### config.mk
export PLATFORM = sky130hd
export DESIGN_NAME = serial_transceiver
export DESIGN_NICKNAME = d
export VERILOG_FILES = /design/src/rtl/serial_transceiver_pkg.sv /design/src/rtl/serial_tx_unit.sv /design/src/rtl/serial_transceiver.sv
export SDC_FILE = /design/constraint.sdc
export NUM_CORES = 1
export LEC_CHECK = 0
export CAP_MARGIN = 15
export CORE_MARGIN = 2
export CORE_UTILIZATION = 50
export CTS_CLUSTER_SIZE = 24
export DETAILED_ROUTE_END_ITERATION = 10
export GPL_TIMING_DRIVEN = 0
export HOLD_SLACK_MARGIN = 0.05
export PLACE_DENSITY_LB_ADDON = 0.12
export SETUP_SLACK_MARGIN = 0.1
export SLEW_MARGIN = 20
export SYNTH_ARGS = -nofsm -noshare
export SYNTH_HDL_FRONTEND = slang
export SYNTH_HIERARCHICAL = 1
export SYNTH_SLANG_ARGS = --single-unit
### constraint.sdc
create_clock -name clk -period 5.2 [get_ports clk]
set_input_delay 0.52 -clock clk [delete_from_list [all_inputs] [get_ports clk]]
set_output_delay 0.52 -clock clk [all_outputs]
set_load 0.02 [all_outputs]
### src/rtl/serial_transceiver_pkg.sv
// Shared definitions for the serial transceiver: default line timing,
// frame length and the RX/TX state encodings.
package serial_transceiver_pkg;

  localparam int DEFAULT_CLK_FREQ = 100_000_000;
  localparam int DEFAULT_BAUD     = 9600;
  localparam int FRAME_BITS       = 10;

  typedef enum logic [1:0] {
    RX_IDLE  = 2'd0,
    RX_START = 2'd1,
    RX_DATA  = 2'd2,
    RX_STOP  = 2'd3
  } rx_state_t;

  typedef enum logic [1:0] {
    TX_IDLE  = 2'd0,
    TX_START = 2'd1,
    TX_DATA  = 2'd2,
    TX_STOP  = 2'd3
  } tx_state_t;

endpackage

### src/rtl/serial_tx_unit.sv
// 8N1 transmitter: start bit, 8 data bits LSB first, stop bit, each held
// for CLKS_PER_BIT cycles. Only built when SERIAL_TRANSCEIVER_LOOPBACK_EN
// is defined, since nothing else in the block drives the line.
`ifdef SERIAL_TRANSCEIVER_LOOPBACK_EN
module serial_tx_unit
  import serial_transceiver_pkg::*;
#(
  parameter int CLKS_PER_BIT = DEFAULT_CLK_FREQ / DEFAULT_BAUD
) (
  input  logic       clk,
  input  logic       rst,
  input  logic       load,
  input  logic [7:0] data,
  output logic       dout,
  output logic       busy
);

  localparam int CNT_W = $clog2(CLKS_PER_BIT + 1);
  localparam logic [CNT_W-1:0] BIT_LAST = CNT_W'(CLKS_PER_BIT - 1);

  tx_state_t        state;
  logic [CNT_W-1:0] cnt;
  logic [2:0]       idx;
  logic [7:0]       shreg;

  // TX FSM with registered line and busy outputs; load is only honoured in IDLE
  always_ff @(posedge clk) begin
    if (rst) begin
      state <= TX_IDLE;
      cnt   <= '0;
      idx   <= 3'd0;
      shreg <= 8'h00;
      dout  <= 1'b1;
      busy  <= 1'b0;
    end else begin
      case (state)
        TX_IDLE: begin
          cnt <= '0;
          idx <= 3'd0;
          if (load) begin
            shreg <= data;
            dout  <= 1'b0;
            busy  <= 1'b1;
            state <= TX_START;
          end else begin
            dout <= 1'b1;
            busy <= 1'b0;
          end
        end
        TX_START: begin
          if (cnt == BIT_LAST) begin
            cnt   <= '0;
            dout  <= shreg[0];
            state <= TX_DATA;
          end else begin
            cnt <= cnt + CNT_W'(1);
          end
        end
        TX_DATA: begin
          if (cnt == BIT_LAST) begin
            cnt <= '0;
            if (idx == 3'd7) begin
              dout  <= 1'b1;
              state <= TX_STOP;
            end else begin
              idx   <= idx + 3'd1;
              shreg <= {1'b0, shreg[7:1]};
              dout  <= shreg[1];
            end
          end else begin
            cnt <= cnt + CNT_W'(1);
          end
        end
        TX_STOP: begin
          if (cnt == BIT_LAST) begin
            cnt   <= '0;
            dout  <= 1'b1;
            busy  <= 1'b0;
            state <= TX_IDLE;
          end else begin
            cnt <= cnt + CNT_W'(1);
          end
        end
        default: begin
          state <= TX_IDLE;
          dout  <= 1'b1;
          busy  <= 1'b0;
        end
      endcase
    end
  end

endmodule
`endif

### src/rtl/serial_transceiver.sv
// UART-style 8N1 transceiver. The receiver, input synchronizer and the
// one-entry loopback holding register live here; the transmitter is
// serial_tx_unit. Define SERIAL_TRANSCEIVER_LOOPBACK_EN to retransmit every
// good byte; otherwise dout is tied high and tx_busy low.
module serial_transceiver
  import serial_transceiver_pkg::*;
#(
  parameter int CLK_FREQ     = DEFAULT_CLK_FREQ,
  parameter int BAUD         = DEFAULT_BAUD,
  parameter int CLKS_PER_BIT = CLK_FREQ / BAUD
) (
  output logic       dout,
  output logic [7:0] rx_data,
  output logic       rx_valid,
  output logic       tx_busy,
  output logic       rx_error,
  input  logic       din,
  input  logic       clk,
  input  logic       rst
);

  localparam int CNT_W = $clog2(CLKS_PER_BIT + 1);
  localparam logic [CNT_W-1:0] HALF_LAST = CNT_W'(CLKS_PER_BIT / 2 - 1);
  localparam logic [CNT_W-1:0] BIT_LAST  = CNT_W'(CLKS_PER_BIT - 1);

  logic [1:0]       sync_r;
  logic             din_s;
  logic             din_prev;
  rx_state_t        rx_state;
  logic [CNT_W-1:0] rx_cnt;
  logic [2:0]       rx_idx;
  logic [7:0]       rx_shift;

  assign din_s = sync_r[1];

  // Two-flop synchronizer on din plus one flop of history for edge detection
  always_ff @(posedge clk) begin
    if (rst) begin
      sync_r   <= 2'b11;
      din_prev <= 1'b1;
    end else begin
      sync_r   <= {sync_r[0], din};
      din_prev <= din_s;
    end
  end

  // RX FSM: mid-bit sampling, LSB-first shift, single-cycle status strobes
  always_ff @(posedge clk) begin
    if (rst) begin
      rx_state <= RX_IDLE;
      rx_cnt   <= '0;
      rx_idx   <= 3'd0;
      rx_shift <= 8'h00;
      rx_data  <= 8'h00;
      rx_valid <= 1'b0;
      rx_error <= 1'b0;
    end else begin
      rx_valid <= 1'b0;
      rx_error <= 1'b0;
      case (rx_state)
        RX_IDLE: begin
          rx_cnt <= '0;
          if (din_prev && !din_s) begin
            rx_state <= RX_START;
          end else begin
            rx_state <= RX_IDLE;
          end
        end
        RX_START: begin
          if (rx_cnt == HALF_LAST) begin
            rx_cnt   <= '0;
            rx_idx   <= 3'd0;
            // A line that is high again at mid-start was only a glitch
            rx_state <= din_s ? RX_IDLE : RX_DATA;
          end else begin
            rx_cnt <= rx_cnt + CNT_W'(1);
          end
        end
        RX_DATA: begin
          if (rx_cnt == BIT_LAST) begin
            rx_cnt   <= '0;
            rx_shift <= {din_s, rx_shift[7:1]};
            rx_idx   <= rx_idx + 3'd1;
            if (rx_idx == 3'd7) begin
              rx_state <= RX_STOP;
            end else begin
              rx_state <= RX_DATA;
            end
          end else begin
            rx_cnt <= rx_cnt + CNT_W'(1);
          end
        end
        RX_STOP: begin
          if (rx_cnt == BIT_LAST) begin
            rx_cnt   <= '0;
            rx_state <= RX_IDLE;
            if (din_s) begin
              rx_data  <= rx_shift;
              rx_valid <= 1'b1;
            end else begin
              rx_error <= 1'b1;
            end
          end else begin
            rx_cnt <= rx_cnt + CNT_W'(1);
          end
        end
        default: begin
          rx_state <= RX_IDLE;
          rx_cnt   <= '0;
        end
      endcase
    end
  end

`ifdef SERIAL_TRANSCEIVER_LOOPBACK_EN
  logic [7:0] hold_data;
  logic       hold_valid;
  logic       tx_load;
  logic [7:0] tx_byte;

  // The held byte is older than a byte arriving now, so it goes out first
  assign tx_load = !tx_busy && (hold_valid || rx_valid);
  assign tx_byte = hold_valid ? hold_data : rx_data;

  // One-entry holding register: newest byte wins, emptied when handed to TX
  always_ff @(posedge clk) begin
    if (rst) begin
      hold_data  <= 8'h00;
      hold_valid <= 1'b0;
    end else if (rx_valid && (tx_busy || hold_valid)) begin
      hold_data  <= rx_data;
      hold_valid <= 1'b1;
    end else if (tx_load) begin
      hold_valid <= 1'b0;
    end else begin
      hold_valid <= hold_valid;
    end
  end

  serial_tx_unit #(
    .CLKS_PER_BIT(CLKS_PER_BIT)
  ) u_tx (
    .clk  (clk),
    .rst  (rst),
    .load (tx_load),
    .data (tx_byte),
    .dout (dout),
    .busy (tx_busy)
  );
`else
  assign dout    = 1'b1;
  assign tx_busy = 1'b0;
`endif

endmodule

Yosys cells after proc, flatten, opt, wreduce, memory -nomap -nowiden. Index checks and enable logic that the tools add are counted.

Bitwise operators: 2. Equality and inequality tests: 9. Add/subtract/negate cells: 2. Reduce and logical (&&, ||, !) cells: 10. Multiplexer cells: 15.

Operators with widths (count): $pmux 14 s3 (1); $mux 14 (2); $add 14x1->14 const B (1); $eq 14x13->1 const B (1); $eq 14x14->1 const B (1); $reduce_and 3->1 (3); $mux 2 (4); $pmux 2 s4 (1); $mux 3 (2); $ne 2x2->1 const B (3); $pmux 3 s2 (1); $eq 2x2->1 const B (2); $mux 1 (4); $add 3x1->3 const B (1); $eq 3x3->1 const B (1); $reduce_or 3->1 (1); $eq 2x1->1 const B (1); $logic_not 2->1 (1); $not 1->1 (2); $reduce_and 2->1 (1); $reduce_bool 2->1 (1); $reduce_or 2->1 (1); $logic_and 1x1->1 (1); $logic_not 1->1 (1).

Input port bits: 3. Register bits after elaboration: 40. Output and inout port bits: 12. Logic and storage cells: 47.

Depth between registers and ports, before layout. Gate-level depths: netlist of run 1.

Word-level depth: 4. Mapped depth: 7.

Worst setup path after synthesis of run 1. No wires, ideal clock.

Path type: register to register. Start: reg rx_cnt[0]. End: reg rx_cnt[10]. Path buffers: 1. Setup time: 130 ps. Slack: 3520 ps. Cell stages (with the launch flop): 7. Arrival: 1551 ps. Data required time: 5070 ps. Path through: dfxtp_1 ha_1 and4bb_2 nand4_1 a22oi_2 buf_2 nor3_1.

Word-level cells in the longest chain between the ends: 3.

RTL lines: start: declaration (line serial_transceiver.sv:30) `logic [CNT_W-1:0] rx_cnt;`; start signal: assignment (line serial_transceiver.sv:76) `rx_cnt <= rx_cnt + CNT_W'(1);`; start signal: assignment (line serial_transceiver.sv:90) `rx_cnt <= rx_cnt + CNT_W'(1);`; start signal: assignment (line serial_transceiver.sv:104) `rx_cnt <= rx_cnt + CNT_W'(1);`; $add 14x1->14, or another cell as far along (line serial_transceiver.sv:76, serial_transceiver.sv:90, serial_transceiver.sv:104); $mux 14 (on tied branches) (line serial_transceiver.sv:80, serial_transceiver.sv:94, serial_transceiver.sv:70); $pmux 14 s3 * (line serial_transceiver.sv:60) `case (rx_state)`.

Every way passes the cells marked *; elsewhere a longest branch is shown, timed or not. A chain may end at the register's enable or synchronous reset.

Final worst setup path of run 1.
Start: reg rx_cnt[0]. End: reg rx_cnt[8].

Same word-level chain as after synthesis.

==> metrics, run 1 <==
switch share=a little over a fifth; Final setup viols=0; Final Max Tran Viols=0; vias per cell=around 5.7; Final ANT Viol Nets=0; largest net degree at the start of global routing=13; Post-synth EDFFs=0; Mapped Cells=between 200 and 250; number of H-tree levels=2; Worst-Margin Slew=between 0.6 and 0.7 ns; CTS Sinks=40; Initial Util=between 50% and 60%; Worst-path clk slew=0.12 ns; # rows=21; Worst R2R Setup Slack=approximately 3.1 ns; grt ovf=0; Comb power frac=between 6 and 7%; Clk pwr share=39.3%; fraction of the mapped netlist area in simple logic gates=a little under a third; period utilization=between 30% and 40%; die footprint=4060 um2; metal1 wirelength=roughly 1900 um; ratio of cells with drive above 1 in the final layout=about 14%; xor-xnor portion of the synthesized cell area=4.41%; share of the synthesized area in the top cell type=~45%; Final Instance Area=approximately 2000 um2; Post-DP HPWL=approximately 2700 um; initial antenna violation count=0; outcome=finished clean; CTS Buf Count=5; routed len/inst=13.8 um; setup TNS=0 ns; CTS root buffer=clkbuf_4; post-synthesis adder-cell area fraction=between 2 and 2.5%; met2 WL=1570 um; first-pass GRT wire length=between 6000 and 7000 um; TritonCTS clock tree=yes; die height=approximately 64 um; Mapped Area=1790 um2; fmax=484 MHz; mean area per synthesized cell=just under 9 um2; Pint=~450 uW; area leader, netlist=dfxtp_1; top post-synthesis cells by count=dfxtp_1, a21oi_1, nand3_1, nand4_1; crit-path max FO=10; # nets final=between 200 and 250; post-synthesis mux area share=0%; Cell Pwr Density=approximately 280 nW/um2; Netlist cell types=a little over 40; post-synthesis async set-or-reset flop share=0%; reg2reg start=rx_cnt[0]; worst hold path cell count=1; crit path kind=flip-flop to flip-flop; drt pass-1 iters=4; # diodes=0; vias in the first global route=1297; Worst-Skew Late Latency=0.34 ns; core area=between 3000 and 4000 um2; WHS Endpoint=sync_r[1]; Synth Flop Type=dfxtp_1; Post CTS Setup Buffer Count=0; Routed WL=~3700 um; Worst R2R End=rx_cnt[8]; Hold Startpoint=sync_r[0]; CP endpoint kind=flip-flop; RSZ-0062 raised after global routing=false; routed wl met3=~230 um; die boundary width=63.8 um; largest family of logic cells by synthesized area=simple AND/OR/NAND/NOR gates; worst min path class=flip-flop to flip-flop; CTS resizes=0; vias post-DR=1522; IO Count=15; Clock Tree Buf Depth=2; Arrival @ worst endpoint=around 2.3 ns; Hold WS=~0.43 ns; Syn-to-layout area delta=14.7%; Port Buf Inserts=11; most common cell in the netlist=dfxtp_1; final setup skew=between 0.009 and 0.01 ns; Net Switching=between 100 and 150 uW; final std cells w/o fill=between 200 and 300; Final Hold Fails=0; Critical Path RT=between 5 and 6 ns; synthesis warning total=6; register area share after synthesis=between 40 and 50%; cell leakage power=roughly 0.65 nW; max cap viols=0; Residual DRC=0; placed insts=around 260; peak supply drop=about 0.00015 V; hold buffers post-CTS=0; post-route minimum period=2.06 ns; Synth Area in Compound Gates=12.6%; critical path launch point type=flip-flop; relative slew slack=roughly 59%; initial DRC count=94; RePlAce Congestion=0.853; top cells by area, synth=dfxtp_1, a21oi_1, nand4_1, nand3_1, nor3_1; FF+latch count, synth=40; sequential share of power=~54%; total track usage=between 15 and 20%; syn_nets=between 200 and 250; FF-to-FF path depth=6; placed instance area=approximately 2000 um2; Top Metal Used=met4
## stage by stage
stage               worst slack, ns  power (mW)  util (%)
floorplan                      3.52       0.346         -
global route                   2.99       0.601      60.4
detailed placement             3.20       0.355      57.6
global placement               3.25       0.354      57.6
finish                         3.14       0.574      60.4
CTS                            3.15       0.579      60.4
## area by class of cell
cell class                 instances  area, um2
multi-input combinational        142        891
inverter                           3       11.3
clock buffer                       7       65.1
tap                               46       57.6
fill                             309       1340
timing repair buffer              11        110
clock inverter                     1       30.0
sequential                        40        801
buffer                            17       82.6
## worst max-delay path by stage
stage / to / start / cells past startpoint / slack (ns)
after floorplan: rx_cnt[10] / rx_cnt[0] / 6 / 3.52
after global placement: rx_cnt[4] / rx_cnt[0] / 6 / 3.25
after detailed placement: rx_cnt[9] / rx_cnt[0] / 6 / 3.20
after CTS: rx_cnt[10] / rx_cnt[0] / 6 / 3.15
after global routing: rx_cnt[9] / rx_cnt[0] / 6 / 2.99
final: rx_cnt[8] / rx_cnt[0] / 6 / 3.14
## placed cells by master (no fill, tap or decap), types with 5 or more instances in the layout
| cell type | Yosys | final |
|---|---|---|
| nand2_1 | 13 | 13 |
| dfxtp_1 | 40 | 40 |
| nand4_1 | 15 | 15 |
| clkdlybuf4s50_1 | 0 | 11 |
| a21oi_1 | 21 | 21 |
| nor3_1 | 13 | 13 |
| o21ai_0 | 10 | 10 |
| xor2_1 | 6 | 6 |
| clkbuf_4 | 0 | 5 |
| nand3_1 | 15 | 15 |
| clkbuf_1 | 10 | 10 |
## metal layers
metal / track usage [%] / vias up
li1: - / 773
met1: 29.0 / 700
met2: 26.7 / 43
met3: 5.46 / 6
met4: 6.52 / 0
met5: 0 / -
## flip-flops by register name (all words and copies together), names as in the netlist, named ones only
| signal | flops |
|---|---|
| rx_cnt | 14 |
| rx_data | 8 |
| rx_shift | 8 |
| rx_idx | 3 |
| sync_r | 2 |
| din_prev | 1 |
| rx_error | 1 |
| rx_state | 1 |
| rx_valid | 1 |
## critical path, cell delays in order (launching register included)
cell      delay (ns)
dfxtp_1         0.39
ha_1            0.34
and4bb_2        0.29
nand4_1         0.15
a22oi_2         0.40
buf_2           0.29
nor3_1          0.08
## power groups by stage
stage	Combinational, mW	Sequential, mW	Clock, mW
2_1_floorplan	0.0287	0.317	0
6_report	0.0373	0.311	0.226
5_1_grt	0.0420	0.312	0.247
3_3_place_gp	0.0361	0.318	0
4_1_cts	0.0370	0.311	0.231
3_5_place_dp	0.0368	0.318	0
## logic make-up (layout without fill, tap and decap cells)
logic type	count (synthesis)	after routing
compound gates	39	39
xor+xnor	9	9
fa+ha+maj	3	3
buf+inv	20	39
flops	40	40
other cells	2	2
simple gates	89	89
(Power assumes the default switching activity.)
==> run 2: changes to the inputs <==
clock period = 2.2 ns   (was 5.2 ns; I/O delays follow)
==> metrics, run 2 (synthesis gave the netlist of run 1 again) <==
outcome=finished clean; post-route minimum period=1.93 ns; vias per cell=approximately 5.7; die boundary width=63.8 um; ratio of cells with drive above 1 in the final layout=between 10 and 15%; Cell Pwr Density=between 600 and 700 nW/um2; crit path from=rx_cnt[0]; Worst R2R Setup Slack=between 0.2 and 0.3 ns; placed instance area=1950 um2; leading registers by flop count=rx_cnt: 14 flops, rx_data: 8 flops, rx_shift: 8 flops; initial antenna violation count=0; WHS Endpoint=rx_state[0]; initial DRC count=67; Reg with most FFs=rx_cnt; Initial Util=around 53%; vias post-DR=1541; number of flip-flops under the largest register name=14; Critical Path RT=2.42 ns; Final Instance Area=roughly 2100 um2; Fill cells=around 300; Worst-Margin Slew=approximately 0.61 ns; RePlAce Congestion=0.853; IO Count=15; Post-DP HPWL=approximately 2700 um; Final Max Tran Viols=0; Hold Startpoint=rst; Final setup viols=0; relative slew slack=between 50% and 60%; RSZ-0062 raised after global routing=false; most common cell after layout, fill and taps aside=dfxtp_1; # rows=21; worst min path class=input pin to flip-flop; CTS Buf Count=5; period utilization=approximately 90%; die height=about 64 um; reg2reg start=rx_cnt[0]; routed len/inst=13.8 um; cell leakage power=0.651 nW; Worst-path clk slew=roughly 0.12 ns; # diodes=0; critical path launch point type=flip-flop; FF-to-FF path depth=6; vias in the first global route=1297; most frequent cells in the layout=dfxtp_1, a21oi_1, nand4_1, nand3_1; Arrival @ worst endpoint=~2.2 ns; drt pass-1 iters=4; # nets final=about 230; number of H-tree levels=2; CTS root buffer=clkbuf_4; first-pass GRT wire length=about 6200 um; Final Hold Fails=0; setup TNS=0 ns; fmax=roughly 520 MHz; worst hold path cell count=2; Final ANT Viol Nets=0; Worst R2R End=rx_cnt[8]; Worst-Skew Late Latency=around 0.34 ns; die footprint=4060 um2; peak supply drop=approximately 0.00037 V; TritonCTS clock tree=yes; Routed WL=between 3000 and 4000 um; Syn-to-layout area delta=15.7%; total track usage=about a fifth; Residual DRC=0; Clock Tree Buf Depth=2; largest net degree at the start of global routing=13; core area=between 3000 and 4000 um2; crit path kind=flip-flop to flip-flop; CTS Sinks=40; crit-path max FO=10; grt ovf=0; final setup skew=around 0.011 ns; CP endpoint kind=flip-flop; Port Buf Inserts=11; max cap viols=0
run 2: routing by layer:
layer	part of all wire (%)	global-route usage [%]	vias up
met5	0	0	-
met4	1.2	6.52	0
met3	6.3	5.46	6
met2	42	26.7	49
met1	50	29.0	715
li1	-	-	771
run 2: how the worst max path moves through the flow:
stage	endpoint	depth (start not counted)	slack, ns
after floorplan	rx_cnt[10]	6	0.52
after global routing	rx_cnt[9]	6	0.14
final	rx_cnt[8]	6	0.27
after global placement	rx_cnt[4]	6	0.25
after detailed placement	rx_cnt[9]	6	0.20
after CTS	rx_cnt[10]	6	0.15
run 2: power by group:
part	internal (mW)	leakage, nW	switching (mW)
Combinational	0.0342	0.277	0.0650
Sequential	0.731	0.323	0.00461
Clock	0.302	0.0515	0.235
run 2: area by class of cell:
cell class	count	area (um2)	area share [%]
Timing Repair Buffer	13	125	6.06
Clock inverter	1	30.0	1.45
Sequential cell	40	801	38.8
Inverter	3	11.3	0.545
Multi-Input combinational cell	142	893	43.2
Buffer	17	82.6	4.00
Clock buffer	7	65.1	3.15
Tap cell	46	57.6	2.79
run 2: worst max-delay path, stage by stage (launching register included):
cell,delay (ns)
dfxtp_1,0.40
ha_2,0.29
and4bb_2,0.26
nand4_1,0.15
a22oi_2,0.34
buf_2,0.28
nor3_1,0.08
run 2: timing repair:
| action | CTS | global route |
|---|---|---|
| setup buffers | 0 | 2 |
| hold buffers | 0 | 0 |
| resized for setup | 0 | 1 |
| endpoints found under the setup margin | 0 | 10 |
run 2: per-stage QoR:
| step | util (%) | setup WS, ns | instances | power (mW) | hold slack [ns] |
|---|---|---|---|---|---|
| finish | 60.9 | 0.269 | 269 | 1.37 | 0.253 |
| global placement | 57.6 | 0.246 | 259 | 0.837 | 0.400 |
| floorplan | - | 0.520 | 202 | 0.818 | 0.324 |
| detailed placement | 57.6 | 0.199 | 259 | 0.839 | 0.402 |
| global route | 60.9 | 0.141 | 269 | 1.43 | 0.297 |
| CTS | 60.4 | 0.153 | 267 | 1.37 | 0.251 |
